--- src/rtl/dcache_pkg.sv ---
// rtl/dcache_pkg.sv - shared types and helpers for the data cache bank arbiter
package dcache_pkg;

    typedef enum logic [1:0] {
        BANK_IDLE    = 2'd0,
        BANK_REQUEST = 2'd1,
        BANK_RELAY   = 2'd2
    } bank_state_e;

    // Bank selected by an address: bank_bits bits just above the block offset
    function automatic int bank_index(input logic [31:0] addr,
                                      input int          offset_bits,
                                      input int          bank_bits);
        logic [31:0] mask;
        mask = (32'd1 << bank_bits) - 32'd1;
        return int'((addr >> offset_bits) & mask);
    endfunction

endpackage

--- src/rtl/rr_arbiter.sv ---
// rtl/rr_arbiter.sv - combinational round-robin pick starting at a pointer
module rr_arbiter #(
    parameter int N = 8
) (
    input  logic [N-1:0]         req_i,
    input  logic [$clog2(N)-1:0] ptr_i,
    output logic                 gnt_valid_o,
    output logic [$clog2(N)-1:0] gnt_idx_o
);

    localparam int IW = $clog2(N);

    int k;

    // Scan from ptr upward with wrap-around; the first requester found wins
    always_comb begin
        gnt_valid_o = 1'b0;
        gnt_idx_o   = '0;
        k           = 0;
        for (int i = 0; i < N; i++) begin
            k = int'(ptr_i) + i;
            if (k >= N) begin
                k = k - N;
            end
            if (!gnt_valid_o && req_i[IW'(k)]) begin
                gnt_valid_o = 1'b1;
                gnt_idx_o   = IW'(k);
            end
        end
    end

endmodule

--- src/rtl/dcache_bank_arbiter.sv ---
// rtl/dcache_bank_arbiter.sv - per-bank round-robin request steering and response relay
module dcache_bank_arbiter
    import dcache_pkg::*;
#(
    parameter int ADDR_BITS     = 8,
    parameter int DATA_BITS     = 8,
    parameter int NUM_CONSUMERS = 8,
    parameter int NUM_BANKS     = 2,
    parameter int OFFSET_BITS   = 0
) (
    input  logic                                     clk,
    input  logic                                     reset,
    input  logic [NUM_CONSUMERS-1:0]                 consumer_read_valid,
    input  logic [NUM_CONSUMERS-1:0][ADDR_BITS-1:0]  consumer_read_address,
    output logic [NUM_CONSUMERS-1:0]                 consumer_read_ready,
    output logic [NUM_CONSUMERS-1:0][DATA_BITS-1:0]  consumer_read_data,
    input  logic [NUM_CONSUMERS-1:0]                 consumer_write_valid,
    input  logic [NUM_CONSUMERS-1:0][ADDR_BITS-1:0]  consumer_write_address,
    input  logic [NUM_CONSUMERS-1:0][DATA_BITS-1:0]  consumer_write_data,
    output logic [NUM_CONSUMERS-1:0]                 consumer_write_ready,
    output logic [NUM_BANKS-1:0]                     bank_req_valid,
    output logic [NUM_BANKS-1:0]                     bank_req_write,
    output logic [NUM_BANKS-1:0][ADDR_BITS-1:0]      bank_req_address,
    output logic [NUM_BANKS-1:0][DATA_BITS-1:0]      bank_req_data,
    input  logic [NUM_BANKS-1:0]                     bank_resp_valid,
    input  logic [NUM_BANKS-1:0][DATA_BITS-1:0]      bank_resp_data
);

    localparam int CW = $clog2(NUM_CONSUMERS);
    localparam int BW = $clog2(NUM_BANKS);

    bank_state_e                            state_q [NUM_BANKS];
    logic [CW-1:0]                          ptr_q   [NUM_BANKS];
    logic [CW-1:0]                          owner_q [NUM_BANKS];
    logic [NUM_BANKS-1:0]                   req_valid_q;
    logic [NUM_BANKS-1:0]                   write_q;
    logic [NUM_BANKS-1:0][ADDR_BITS-1:0]    addr_q;
    logic [NUM_BANKS-1:0][DATA_BITS-1:0]    data_q;
    logic [NUM_CONSUMERS-1:0]               busy_q;
    logic [NUM_CONSUMERS-1:0]               read_ready_q;
    logic [NUM_CONSUMERS-1:0]               write_ready_q;
    logic [NUM_CONSUMERS-1:0][DATA_BITS-1:0] read_data_q;

    logic [NUM_CONSUMERS-1:0][ADDR_BITS-1:0] sel_addr;
    logic [NUM_BANKS-1:0][NUM_CONSUMERS-1:0] bank_req_vec;
    logic                                    gnt_valid [NUM_BANKS];
    logic [CW-1:0]                           gnt_idx   [NUM_BANKS];

    // A consumer presents one request at a time (read beats write); route it to its bank unless busy
    always_comb begin
        sel_addr     = '0;
        bank_req_vec = '0;
        for (int c = 0; c < NUM_CONSUMERS; c++) begin
            sel_addr[c] = consumer_read_valid[c] ? consumer_read_address[c]
                                                 : consumer_write_address[c];
            for (int b = 0; b < NUM_BANKS; b++) begin
                bank_req_vec[b][c] = (consumer_read_valid[c] || consumer_write_valid[c])
                                     && !busy_q[c]
                                     && (bank_index(32'(sel_addr[c]), OFFSET_BITS, BW) == b);
            end
        end
    end

    for (genvar b = 0; b < NUM_BANKS; b++) begin : g_arb
        rr_arbiter #(.N(NUM_CONSUMERS)) u_arb (
            .req_i       (bank_req_vec[b]),
            .ptr_i       (ptr_q[b]),
            .gnt_valid_o (gnt_valid[b]),
            .gnt_idx_o   (gnt_idx[b])
        );
    end

    // Per-bank IDLE/REQUEST/RELAY sequencers plus the per-consumer handshake registers they drive
    always_ff @(posedge clk or posedge reset) begin
        if (reset) begin
            for (int b = 0; b < NUM_BANKS; b++) begin
                state_q[b] <= BANK_IDLE;
                ptr_q[b]   <= '0;
                owner_q[b] <= '0;
            end
            req_valid_q   <= '0;
            write_q       <= '0;
            addr_q        <= '0;
            data_q        <= '0;
            busy_q        <= '0;
            read_ready_q  <= '0;
            write_ready_q <= '0;
            read_data_q   <= '0;
        end else begin
            for (int b = 0; b < NUM_BANKS; b++) begin
                unique case (state_q[b])
                    BANK_IDLE: begin
                        if (gnt_valid[b]) begin
                            owner_q[b]          <= gnt_idx[b];
                            write_q[b]          <= !consumer_read_valid[gnt_idx[b]];
                            addr_q[b]           <= sel_addr[gnt_idx[b]];
                            data_q[b]           <= consumer_write_data[gnt_idx[b]];
                            busy_q[gnt_idx[b]]  <= 1'b1;
                            ptr_q[b]            <= (gnt_idx[b] == CW'(NUM_CONSUMERS - 1))
                                                   ? '0 : gnt_idx[b] + 1'b1;
                            req_valid_q[b]      <= 1'b1;
                            state_q[b]          <= BANK_REQUEST;
                        end
                    end
                    BANK_REQUEST: begin
                        if (bank_resp_valid[b]) begin
                            req_valid_q[b] <= 1'b0;
                            if (write_q[b]) begin
                                write_ready_q[owner_q[b]] <= 1'b1;
                            end else begin
                                read_ready_q[owner_q[b]] <= 1'b1;
                                read_data_q[owner_q[b]]  <= bank_resp_data[b];
                            end
                            state_q[b] <= BANK_RELAY;
                        end
                    end
                    BANK_RELAY: begin
                        if (!(write_q[b] ? consumer_write_valid[owner_q[b]]
                                         : consumer_read_valid[owner_q[b]])) begin
                            read_ready_q[owner_q[b]]  <= 1'b0;
                            write_ready_q[owner_q[b]] <= 1'b0;
                            busy_q[owner_q[b]]        <= 1'b0;
                            state_q[b]                <= BANK_IDLE;
                        end
                    end
                    default: state_q[b] <= BANK_IDLE;
                endcase
            end
        end
    end

    assign bank_req_valid       = req_valid_q;
    assign bank_req_write       = write_q;
    assign bank_req_address     = addr_q;
    assign bank_req_data        = data_q;
    assign consumer_read_ready  = read_ready_q;
    assign consumer_write_ready = write_ready_q;
    assign consumer_read_data   = read_data_q;

endmodule

--- config.mk ---
export PLATFORM = sky130hd
export DESIGN_NAME = dcache_bank_arbiter
export DESIGN_NICKNAME = d
export VERILOG_FILES = /design/src/rtl/dcache_pkg.sv /design/src/rtl/rr_arbiter.sv /design/src/rtl/dcache_bank_arbiter.sv
export SDC_FILE = /design/constraint.sdc
export NUM_CORES = 1
export LEC_CHECK = 0
export BUFFER_PORTS_ARGS = -buffer_cell sky130_fd_sc_hd__buf_2
export CAP_MARGIN = 10
export CORE_ASPECT_RATIO = 1.4
export CORE_MARGIN = 4
export CORE_UTILIZATION = 25
export DETAILED_ROUTE_END_ITERATION = 12
export GPL_TIMING_DRIVEN = 0
export PLACE_DENSITY_LB_ADDON = 0.05
export SYNTH_ARGS = -nofsm -noshare
export SYNTH_HDL_FRONTEND = slang
export SYNTH_SLANG_ARGS = --single-unit
export TNS_END_PERCENT = 30
--- constraint.sdc ---
create_clock -name clk -period 5.4 [get_ports clk]
set_input_delay 1.08 -clock clk [delete_from_list [all_inputs] [get_ports clk]]
set_output_delay 1.08 -clock clk [all_outputs]
set_load 0.005 [all_outputs]
### Word level (Yosys, flattened, before mapping)

Index checks and enable logic that the tools add are counted.

| storage, ports and cells | value |
|---|---|
| logic and storage cells | 399 |
| register bits after elaboration | 140 |

| operators by class | value |
|---|---|
| multiplexer cells | 184 |
| $lt $le $gt $ge | 40 |
| $add $sub $neg | 32 |
| equal/unequal tests | 12 |
| bitwise operators | 14 |
| reduce and logical (&&, ||, !) cells | 92 |

Operator list:

| cell | count |
|---|---|
| 64-bit 2-to-1 mux | 6 |
| 32-bit zero test | 8 |
| 8-bit 2-to-1 mux | 30 |
| 64-bit bitwise mux | 2 |
| 3-bit 2-to-1 mux | 34 |
| 8-bit binary-select mux with 3-bit select | 4 |
| 8-bit case mux with 2 select lines | 6 |
| 3-bit by 5-bit < comparator with 1-bit output, second input constant | 16 |
| 1-bit binary-select mux with 3-bit select | 22 |
| 1-bit 2-to-1 mux | 64 |
| 4-bit greater-or-equal comparator, second input constant | 14 |
| 8-bit AND | 6 |
| 8-bit demux with 3-bit select | 2 |
| 8-bit OR | 6 |
| 3-bit by 1-bit subtractor with 3-bit output, second input constant | 16 |
| 1-bit logical AND | 42 |
| 3-bit by 3-bit adder with 4-bit output, second input constant | 8 |
| 1-bit zero test | 24 |
| 3-bit by 2-bit adder with 4-bit output, second input constant | 4 |
| 3-bit by 4-bit < comparator with 1-bit output, second input constant | 4 |
| 8-bit NOT | 2 |
| 1-bit demux with 3-bit select | 4 |
| 3-bit by 1-bit greater-or-equal comparator with 1-bit output, second input constant | 4 |
| 2-bit 2-to-1 mux | 6 |
| 15 further kinds | 40 |

### Longest topological paths before layout

| logic depth | value |
|---|---|
| depth in word-level cells | 38 |
| gate-level depth with buffers | 18 |

### Hierarchy

Synthesis repeated with hierarchy kept, for this count alone.

| unflattened totals | value |
|---|---|
| cell total of the unflattened synthesis | 1211 |
| area total of the unflattened synthesis | 11750.0 µm² |

Modules (own cells, without submodules):

| module | cells each | times used | area each (µm²) | seq. area each (µm²) |
|---|---|---|---|---|
| dcache_bank_arbiter | 1011 | 1 | 10116.0 | 3503.4 |
| rr_arbiter | 100 | 2 | 817.0 | 0.0 |

### Least setup slack after synthesis

Ideal clock, no wire load.

| timing | value |
|---|---|
| kind | flip-flop to flip-flop |
| from | reg ptr_q[1] (netlist name) |
| to | reg ptr_q[2] (netlist name) |
| cell stages (with the launch flop) | 16 |
| clock period less this slack | 4.292 ns |
| arrival | 4.159 ns |
| setup slack | 1.108 ns |
| buffers on the path | 4 |
| setup time | 0.133 ns |
| cells stage by stage | dfrtp_1 > inv_1 > buf_1 > ha_1 > clkbuf_1 > mux4_2 > mux2_2 > a2111oi_0 > a211o_1 > clkbuf_1 > clkbuf_1 > inv_1 > ha_1 > ha_1 > nand2_1 > o21ai_0 |

| on the way | value |
|---|---|
| cells in the longest elaborated chain, start to end | 29 |

Ends and longest elaborated chain:

| item | line | RTL |
|---|---|---|
| from (decl) | dcache_bank_arbiter.sv:33 | `logic [CW-1:0] ptr_q [NUM_BANKS];` |
| from (signal, indexed assignment) | dcache_bank_arbiter.sv:99 | `ptr_q[b] <= (gnt_idx[b] == CW'(NUM_CONSUMERS - 1))` |
| parallel branches: the longest is 26 deep, another holds 3-bit by 1-bit adder with 4-bit output | - |  |
| 3-bit 2-to-1 mux * | rr_arbiter.sv:25 | `if (!gnt_valid_o && req_i[IW'(k)]) begin` |
| named net g_arb[1].u_arb.gnt_idx_o[0] | rr_arbiter.sv:8 | `output logic [$clog2(N)-1:0] gnt_idx_o` |
| 3-bit by 1-bit adder with 3-bit output / 3-bit == test (equally long branches) | dcache_bank_arbiter.sv:100, dcache_bank_arbiter.sv:99 |  |
| 3-bit 2-to-1 mux * | dcache_bank_arbiter.sv:100 | `? '0 : gnt_idx[b] + 1'b1;` |

Mark *: on every way through the listed nets, which the timed path passes. The select of a mux whose other input is x is not followed.
A chain may end at the register's enable or synchronous reset.

### Worst setup path in the final report

| timing | value |
|---|---|
| from | reg ptr_q[1] (netlist name) |
| to | reg addr_q (netlist bit bank_req_address[13]) |

| on the way | value |
|---|---|
| cells in the longest elaborated chain, start to end | 29 |

Ends and longest elaborated chain:

| item | line | RTL |
|---|---|---|
| parallel branches: the longest is 26 deep, another holds 3-bit by 1-bit adder with 4-bit output | - |  |
| 3-bit 2-to-1 mux * | rr_arbiter.sv:25 |  |
| named net g_arb[1].u_arb.gnt_idx_o[2] | rr_arbiter.sv:8 |  |
| 8-bit binary-select mux with 3-bit select * | dcache_bank_arbiter.sv:96 | `addr_q[b] <= sel_addr[gnt_idx[b]];` |
| 8-bit 2-to-1 mux (implied by the code) * | dcache_bank_arbiter.sv:96 |  |
| to (signal, indexed assignment) | dcache_bank_arbiter.sv:96 |  |
| to (decl) | dcache_bank_arbiter.sv:37 | `logic [NUM_BANKS-1:0][ADDR_BITS-1:0] addr_q;` |

Marked as above.

==> flow_summary.json <==
{
  "p_leak_uw": 0.00688,
  "clock_tree.buffer_depth": 2,
  "async_reset_ff_frac": 1.00,
  "fin_worst_skew_ns": 0.0166,
  "path_clk_slew_ns": 0.07,
  "synth_cells": 1341,
  "fin_crit_ns": 5.29,
  "drv_cap": 0,
  "io_buffer_count": 327,
  "hold_slack_ns": 0.474,
  "dieArea_mm2": 0.0513,
  "synthDistinctLibCells": 80,
  "finalWorstSetupSlack_ns": 0.108,
  "peakVddDrop_mv": 0.332,
  "tightest_slew_ns": 1.30,
  "routabilityCongestion": 0.856,
  "syn_avg_cell_area_um2": 8.89,
  "reg2reg_from": "ptr_q[1]$_DFFE_PP0P_",
  "startpoint_type": "flip-flop",
  "holdPathStages": 2,
  "multi_input_area_mm2": 0.00784,
  "r2r-end": "bank_req_address[13]$_DFFE_PP0P_",
  "hold_class": "flip-flop to flip-flop",
  "ys_seq_area_frac": 0.294,
  "clock-root-buffer": "clkbuf_16",
  "drtIter0Drc": 662,
  "instances_no_fill": 2328,
  "drive_above_1_share": 0.282,
  "regToRegSetupSlack_ns": 0.11,
  "grt_overflow": 0,
  "fmax_mhz": 189,
  "hold_viol": 0,
  "synthesis.nets": 1582,
  "cts_tree": "yes",
  "rsz0062_at_grt": "true",
  "final_common_cell": "buf_2",
  "seqCellArea_mm2": 0.00350,
  "finalPower_uw": 11100,
  "layout_common_cells": "buf_2, mux2i_1, nand2_1",
  "via_per_inst": 5.23,
  "hpwl_um": 45300,
  "worst_setup_path_end_kind": "flip-flop",
  "slew_violations": 0,
  "htreeDepth": 4,
  "numCtsBuffers": 17,
  "ios": 344,
  "start_util": 0.253,
  "p_per_area_mw_per_mm2": 739,
  "antenna_found_initial": 5,
  "fill_cells": 5161,
  "min_from": "bank_req_data[3]$_DFFE_PP0P_",
  "die_h_um": 266,
  "fin_util": 0.319,
  "dr_total_vias": 12200,
  "ant_nets": 0,
  "grt_max_degree": 80,
  "synthToLayoutAreaGrowth_pct": 25.9,
  "synth.cell_area_mm2": 0.0119,
  "cts_sinks": 140,
  "coreArea_mm2": 0.0470,
  "synth_edf_count": 0,
  "slew_headroom": 0.130,
  "row_count": 94,
  "grt_pass1_wl_um": 83800,
  "post_cts_resized": 2,
  "fp.dieW_um": 193,
  "wl_per_cell_um": 24.6,
  "path_max_fanout": 10,
  "ys_ff_latch": 140,
  "preCtsSetupSlack_ns": -0.502,
  "synth-main-ff-cell": "dfrtp_1",
  "finalSetupViolations": 0,
  "drc": 0,
  "reg2reg_depth": 14,
  "yosysWarnings": 0,
  "final_nets": 1929,
  "critPathRequiredTime_ns": 5.71,
  "holdBufCountCts": 0,
  "fin_crit_sh": 0.980,
  "place_inst": 2293,
  "dr.pass1.iters": 5,
  "cts_setup_buffers": 0,
  "run_status": "complete, no violations",
  "critPathKind": "flip-flop to flip-flop",
  "grt_pass1_vias": 12700,
  "min_to": "bank_req_data[3]$_DFFE_PP0P_",
  "clock_latency_ns": 0.45,
  "track_usage": 0.218,
  "worstPathArrival_ns": 5.60,
  "wl_um": 57200
}
==> area by class of cell <==
| class | instances | share of cell area |
|---|---|---|
| clock inverter | 15 | 0.0116 |
| timing repair buffer | 329 | 0.112 |
| inverter | 30 | 0.00800 |
| multi-input combinational | 1066 | 0.523 |
| buffer | 104 | 0.0321 |
| tap | 624 | 0.0520 |
| clock buffer | 17 | 0.0283 |
| sequential | 140 | 0.233 |
| antenna | 3 | 0.000500 |
==> Yosys cell counts (7+ instances only) <==
cell / number / area share
nand2b_1: 16 / 0.0084
mux4_2: 42 / 0.079
nand3_1: 34 / 0.014
buf_4: 10 / 0.0063
a32oi_1: 8 / 0.0059
a211oi_1: 26 / 0.016
o221ai_1: 10 / 0.0073
or2_2: 7 / 0.0037
buf_1: 17 / 0.0054
inv_1: 27 / 0.0085
a221o_1: 16 / 0.013
nor2b_1: 7 / 0.0037
buf_2: 16 / 0.0067
nand4_1: 7 / 0.0037
a311oi_1: 12 / 0.0088
and3b_1: 9 / 0.0066
mux2_2: 14 / 0.013
a21oi_1: 90 / 0.038
o21ai_0: 82 / 0.034
a21o_1: 8 / 0.0050
nor3b_1: 7 / 0.0044
clkbuf_1: 57 / 0.018
o2111a_1: 7 / 0.0066
and3_1: 7 / 0.0037
a31oi_1: 17 / 0.0089
nand3b_1: 18 / 0.011
o22ai_1: 8 / 0.0042
ha_1: 13 / 0.014
mux2i_1: 197 / 0.17
nand2_1: 170 / 0.054
nor2_1: 102 / 0.032
and2_1: 23 / 0.012
dfrtp_1: 140 / 0.29
a22oi_1: 13 / 0.0082
==> power breakdown <==
group | internal [uW] | total [uW] | switching, uW
logic | 3100 | 8010 | 4910
registers | 1510 | 1860 | 344
clock network | 660 | 1240 | 575
==> through the flow <==
stage,instance area [um^2],setup TNS [ns]
5_1_grt,15000,-0.976
3_3_place_gp,14300,-288.41
6_report,15000,0
4_1_cts,15000,0
2_1_floorplan,11900,0
3_5_place_dp,14400,-4.63
==> state kept, by name, summed over array words and instances, names as in the netlist <==
name and flops:
consumer_read_ready 8, ptr_q 6, bank_req_address 16, bank_req_data 16
busy_q 8, bank_req_valid 2, consumer_write_ready 8, bank_req_write 2
owner_q 6, consumer_read_data 64, state_q 4
==> worst max path at each step <==
stage / startpoint / endpoint / slack, ns / cells after the start
final: ptr_q[1]$_DFFE_PP0P_ / bank_req_address[13]$_DFFE_PP0P_ / 0.11 / 14
after global routing: ptr_q[1]$_DFFE_PP0P_ / bank_req_address[10]$_DFFE_PP0P_ / -0.14 / 14
after CTS: ptr_q[4]$_DFFE_PP0P_ / ptr_q[3]$_DFFE_PP0P_ / 0.005 / 14
after detailed placement: ptr_q[1]$_DFFE_PP0P_ / bank_req_address[13]$_DFFE_PP0P_ / -0.50 / 14
after global placement: reset / consumer_read_data[17]$_DFF_PP0_ / -2.04 / 2
after floorplan: reset / bank_req_address[0]$_DFFE_PP0P_ / 0.57 / 1
==> logic make-up after synthesis <==
group | Yosys count | synth area share
AND/OR/NAND/NOR | 439 | 0.179
adder cells (fa/ha/maj) | 13 | 0.0136
buffers and inverters | 135 | 0.0497
AO/OA/AOI/OAI | 353 | 0.199
multiplexers | 254 | 0.259
XOR/XNOR | 7 | 0.00514
flip-flops | 140 | 0.294
==> metal layers <==
metal | share of wire | track usage | vias to the layer above
met2 | 0.53 | 0.406 | 457
met5 | 0.00026 | 0 | -
met1 | 0.39 | 0.252 | 5918
met3 | 0.052 | 0.0381 | 86
met4 | 0.028 | 0.0652 | 4
li1 | - | - | 5721
==> worst max-delay path: stages (launching register included) <==
cell	delay (ns)
dfrtp_1	0.40
inv_1	0.13
buf_2	0.31
ha_1	0.19
clkbuf_1	0.55
mux4_2	0.63
a21o_1	0.22
o21ba_2	0.21
o311ai_0	0.34
a22oi_1	0.20
a21oi_2	0.51
clkbuf_1	0.52
inv_1	0.25
nand2_1	0.46
o221ai_1	0.22
No activity file was read; power rests on OpenSTA's default activity.
